### src/rtl/wb_stage_pipe.sv
// MIPS write-back stage with integrated MEM/WB register: source select, sub-word
// load extraction, stall/flush handling and a retired-instruction counter.
module wb_stage_pipe #(
    parameter int DATA_W     = 32,
    parameter int ADDR_W     = 5,
    parameter int ZERO_GUARD = 1,
    parameter int CNT_W      = 16
) (
    input  logic              Clk,
    input  logic              Rst_n,
    input  logic              Stall,
    input  logic              Flush,
    input  logic              Valid_in,
    input  logic [DATA_W-1:0] ReadData,
    input  logic [DATA_W-1:0] ALUResult,
    input  logic [DATA_W-1:0] PCPlus4,
    input  logic [ADDR_W-1:0] Address,
    input  logic [1:0]        WbSel,
    input  logic [1:0]        LoadSize,
    input  logic              LoadUnsigned,
    input  logic              RegWrite,
    output logic [DATA_W-1:0] WriteData_out,
    output logic [ADDR_W-1:0] WriteRegister,
    output logic              RegWrite_out,
    output logic              Valid_out,
    output logic [CNT_W-1:0]  RetireCount
);

    localparam logic ZG = (ZERO_GUARD != 0);

    logic [7:0]        byte_s;
    logic [15:0]       half_s;
    logic [DATA_W-1:0] word_ext_s;
    logic [DATA_W-1:0] load_s;
    logic [DATA_W-1:0] result_s;
    logic              we_s;

    logic [DATA_W-1:0] data_q, data_d;
    logic [ADDR_W-1:0] wreg_q, wreg_d;
    logic              we_q, we_d;
    logic              vld_q, vld_d;
    logic [CNT_W-1:0]  cnt_q, cnt_d;

    // On a 64-bit datapath a word load is only 32 bits wide and must be extended.
    generate
        if (DATA_W > 32) begin : g_word_ext
            assign word_ext_s = {{(DATA_W-32){ReadData[31] & ~LoadUnsigned}}, ReadData[31:0]};
        end else begin : g_word_pass
            assign word_ext_s = ReadData;
        end
    endgenerate

    // Sub-word extraction and write-back source selection.
    always_comb begin
        byte_s   = ReadData[7:0];
        half_s   = ReadData[15:0];
        load_s   = word_ext_s;
        result_s = ALUResult;
        case (ALUResult[1:0])
            2'b00:   byte_s = ReadData[7:0];
            2'b01:   byte_s = ReadData[15:8];
            2'b10:   byte_s = ReadData[23:16];
            default: byte_s = ReadData[31:24];
        endcase
        if (ALUResult[1]) begin
            half_s = ReadData[31:16];
        end else begin
            half_s = ReadData[15:0];
        end
        case (LoadSize)
            2'b01:   load_s = {{(DATA_W-16){half_s[15] & ~LoadUnsigned}}, half_s};
            2'b10:   load_s = {{(DATA_W-8){byte_s[7] & ~LoadUnsigned}}, byte_s};
            default: load_s = word_ext_s;
        endcase
        case (WbSel)
            2'b01:   result_s = load_s;
            2'b10:   result_s = PCPlus4;
            default: result_s = ALUResult;
        endcase
    end

    assign we_s = RegWrite & Valid_in & ~(ZG & (Address == {ADDR_W{1'b0}}));

    // Next-state of the pipeline register: flush beats stall beats capture.
    always_comb begin
        data_d = data_q;
        wreg_d = wreg_q;
        we_d   = we_q;
        vld_d  = vld_q;
        cnt_d  = cnt_q;
        if (Flush) begin
            data_d = {DATA_W{1'b0}};
            wreg_d = {ADDR_W{1'b0}};
            we_d   = 1'b0;
            vld_d  = 1'b0;
        end else if (Stall) begin
            data_d = data_q;
        end else begin
            data_d = result_s;
            wreg_d = Address;
            we_d   = we_s;
            vld_d  = Valid_in;
            if (Valid_in) begin
                cnt_d = cnt_q + {{(CNT_W-1){1'b0}}, 1'b1};
            end else begin
                cnt_d = cnt_q;
            end
        end
    end

    // Pipeline register and retire counter.
    always_ff @(posedge Clk or negedge Rst_n) begin
        if (!Rst_n) begin
            data_q <= {DATA_W{1'b0}};
            wreg_q <= {ADDR_W{1'b0}};
            we_q   <= 1'b0;
            vld_q  <= 1'b0;
            cnt_q  <= {CNT_W{1'b0}};
        end else begin
            data_q <= data_d;
            wreg_q <= wreg_d;
            we_q   <= we_d;
            vld_q  <= vld_d;
            cnt_q  <= cnt_d;
        end
    end

    assign WriteData_out = data_q;
    assign WriteRegister = wreg_q;
    assign RegWrite_out  = we_q;
    assign Valid_out     = vld_q;
    assign RetireCount   = cnt_q;

endmodule

### config.mk
export PLATFORM = sky130hd
export DESIGN_NAME = wb_stage_pipe
export DESIGN_NICKNAME = d
export VERILOG_FILES = /design/src/rtl/wb_stage_pipe.sv
export SDC_FILE = /design/constraint.sdc
export NUM_CORES = 1
export LEC_CHECK = 0
export ABC_CLOCK_PERIOD_IN_PS = 1500
export BUFFER_PORTS_ARGS = -buffer_cell sky130_fd_sc_hd__buf_4
export CAP_MARGIN = 20
export CORE_MARGIN = 2
export CORE_UTILIZATION = 43
export CTS_CLUSTER_SIZE = 14
export DETAILED_ROUTE_END_ITERATION = 7
export PLACE_DENSITY_LB_ADDON = 0.12
export SLEW_MARGIN = 20
export SYNTH_ARGS = -nofsm -noshare
export SYNTH_HDL_FRONTEND = slang
export SYNTH_SLANG_ARGS = --single-unit
### constraint.sdc
create_clock -name Clk -period 1.5 [get_ports Clk]
set_clock_uncertainty 0.1 [all_clocks]
set_input_delay 0.075 -clock Clk [delete_from_list [all_inputs] [get_ports Clk]]
set_output_delay 0.075 -clock Clk [all_outputs]
set_load 0.02 [all_outputs]
==> metrics.cfg <==
[run_status]
status=finished, final reports clean

[global_routing]
grt_usage=0.291
antenna_found_initial=0
grt_pass1_wl_mm=22.4
overflow=0
grt_pass1_vias=4430
grt_max_degree=31

[placed_design]
dpl.hpwl_mm=10.0
io_buffers=166
place.gp.congestion=0.880

[timing]
rsz0062_at_grt=yes
whs_ps=2.49
slew_viol_final=0
finalHoldViolCount=0
fmax_mhz=667
max_slew_margin=0.639
worst_slew_pin_slew_ps=539
min_period_ps=1500
min_period_over_period=1.00
setup_viol=0
finalSetupTns_ps=0

[routing]
wl_per_cell_um=18.8
postRouteAntennaNets=0
drc=0
drt_iter0_markers=318
vias=4360
vias_per_cell=5.96
firstDrtPassIters=5
drt-total-wl_mm=13.8

[yosys]
synth_xor_area_frac=0.0356
synth_enable_flop_cells=0
synth_top_family_by_area=compound AO/OA/AOI/OAI gates
seq_area_frac_synth=0.373
synthesis.nets=509
synth-seq-cells=55
synth_compound_area_frac=0.332
synth-simple-area-share=0.127
syn_inst=392
ys.flop_type=dfrtp_1
yosys.area_share.adder=0.0170
synth.avg_cell_area_um2=9.41
netlist_area_um2=3690
synthMuxAreaShare=0.0472
yosysWarnings=0
synth.distinct_cells=48
async_flop_share=1.00

[die]
coreArea_um2=8260
initial_utilization=0.447
die_y_um=96.6
ios=167
dieArea_um2=9330
placementRows=33
die_width_um=96.6

[cts]
clock_sinks=55
numCtsBuffers=5
htreeDepth=2
cts.clk_slew.worst_paths_ps=100
cts_tree=done
clock_latency_ps=310
root_buffer=clkbuf_8
clk_path_buf_depth=2

[setup_path]
crit_path_max_fanout=2
crit_end=WriteData_out[12]
r2r_start=RetireCount[1]
arrival_ps=1590
reg2reg_depth=5
cp-startpoint=ReadData[28]
critPathCaptureType=flip-flop
r2r-end=RetireCount[4]
cp-start-kind=input pin
r2r_slack_ps=20
worstSetupPathType=input pin to flip-flop
crit_required_ps=1590

[final_layout]
nets=742
fill_cells=663
antennaDiodeCount=0
drive_gt1_frac=0.407
area_growth_pct=62.3

[power_and_ir_drop]
comb_power_share=0.410
leakage_uw=0.00270
p_int_uw=2870
peakVddDrop_mv=0.631
power.share.clock=0.193
power.density_nw_per_um2=736
p_sw_uw=1530
swShare=0.348
power_frac_seq=0.397

[hold_path]
hp-class=input pin to flip-flop

[run]
maxCapViolations=0

[worst max-delay path, cell delays in order]
cell and delay, ps:
dlygate4sd3_1 530, buf_4 140, mux2i_1 360, nor2b_1 100, a211oi_1 270, o32ai_1 110
[worst min-delay path by stage]
stage	start	endpoint	slack, ps	depth (start not counted)
floorplan	Rst_n	RegWrite_out	-320	0
finish	ALUResult[24]	WriteData_out[24]	2	3
CTS	ALUResult[24]	WriteData_out[24]	0.2	3
global route	ALUResult[24]	WriteData_out[24]	10	3
global placement	Rst_n	RetireCount[15]	-80	1
detailed placement	Rst_n	RetireCount[12]	-70	1
[logic make-up after synthesis]
kind of cell | Yosys count
compound gates | 165
simple gates | 84
flops | 55
buf+inv | 51
mux | 17
xor+xnor | 15
fa+ha+maj | 5
[area by class of cell]
class	count	area [um^2]	share of cell area
repair buffers	267	2210	0.369
multi-input cells	286	2140	0.357
flip-flops and latches	55	1380	0.231
well taps	105	131	0.0219
clock buffers	5	68.8	0.0115
inverters	10	37.5	0.00627
clock inverters	3	20.0	0.00334
[sequential cells by signal, summed over array words and instances, names as in the netlist]
name	count
WriteData_out	32
RetireCount	16
RegWrite_out	1
WriteRegister	5
Valid_out	1
[synth_stat cells, types with 2 or more instances]
library cell | n | share of area
nand3_1 | 6 | 0.0081
xnor2_1 | 10 | 0.024
ha_1 | 5 | 0.017
nor2b_1 | 13 | 0.022
clkbuf_2 | 2 | 0.0027
buf_6 | 5 | 0.015
o2111ai_1 | 16 | 0.038
buf_2 | 12 | 0.016
nor4_4 | 2 | 0.012
o211ai_1 | 17 | 0.035
nand2_1 | 16 | 0.016
o32ai_1 | 7 | 0.017
o21ai_0 | 25 | 0.034
a32o_1 | 16 | 0.043
clkbuf_1 | 21 | 0.021
mux2i_1 | 14 | 0.038
and2_1 | 2 | 0.0034
mux2_2 | 3 | 0.0092
a22oi_1 | 7 | 0.014
a211oi_1 | 7 | 0.014
a221oi_1 | 8 | 0.019
and3_1 | 2 | 0.0034
xor2_1 | 5 | 0.012
nor2_1 | 19 | 0.019
or3_1 | 6 | 0.010
o221ai_1 | 14 | 0.033
a21oi_1 | 26 | 0.035
nand4_1 | 5 | 0.0085
dfrtp_1 | 55 | 0.37
nor3_1 | 6 | 0.0081
inv_1 | 9 | 0.0092
o22ai_1 | 14 | 0.024
or2_1 | 2 | 0.0034
[per-layer routing]
metal	vias to the layer above	GRT usage	wire (um)
met5	-	0	0
met4	0	0.0953	394
met3	34	0.0571	1120
met2	260	0.475	6630
met1	2058	0.388	5620
li1	2008	-	-
[power by group through the flow]
stage / Combinational [uW] / Clock (uW) / Sequential, uW
2_1_floorplan: 551 / 0 / 1960
3_3_place_gp: 1610 / 0 / 1760
3_5_place_dp: 1640 / 0 / 1760
4_1_cts: 1770 / 870 / 1750
5_1_grt: 1930 / 948 / 1770
6_report: 1810 / 852 / 1750
[placed cells by master (no fill, tap or decap), drive strengths merged, types with 7 or more instances in the layout]
cell / synthesis / final
o32ai: 7 / 7
mux2i: 14 / 14
a22oi: 7 / 7
o221ai: 14 / 14
o21ai: 25 / 25
o2111ai: 16 / 16
nor2: 20 / 20
a221oi: 8 / 8
nor2b: 13 / 13
a211oi: 7 / 7
nand2: 16 / 16
inv: 9 / 9
buf: 18 / 216
o211ai: 18 / 18
dlygate4sd3: 0 / 51
o22ai: 15 / 15
a32o: 16 / 16
a21oi: 26 / 26
dfrtp: 55 / 55
xnor2: 10 / 10
[repair_timing]
item,4_1_cts,5_1_grt
buffers inserted,0,4
pin swaps,6,4
endpoints found under the hold margin,78,1
setup endpoints to repair,4,8
hold buffers,50,1
gates resized for setup,2,4
[through the flow]
step | util | setup WS, ps | std cells | power [uW] | instance area (um^2)
finish | 0.725 | 0.418 | 731 | 4410 | 5990
global route | 0.725 | -90.5 | 731 | 4640 | 5990
CTS | 0.719 | -6.42 | 726 | 4390 | 5930
detailed placement | 0.646 | -192 | 668 | 3410 | 5330
global placement | 0.646 | -121 | 668 | 3370 | 5330
floorplan | - | -76.0 | 392 | 2510 | 3770
(Power assumes the default switching activity.)
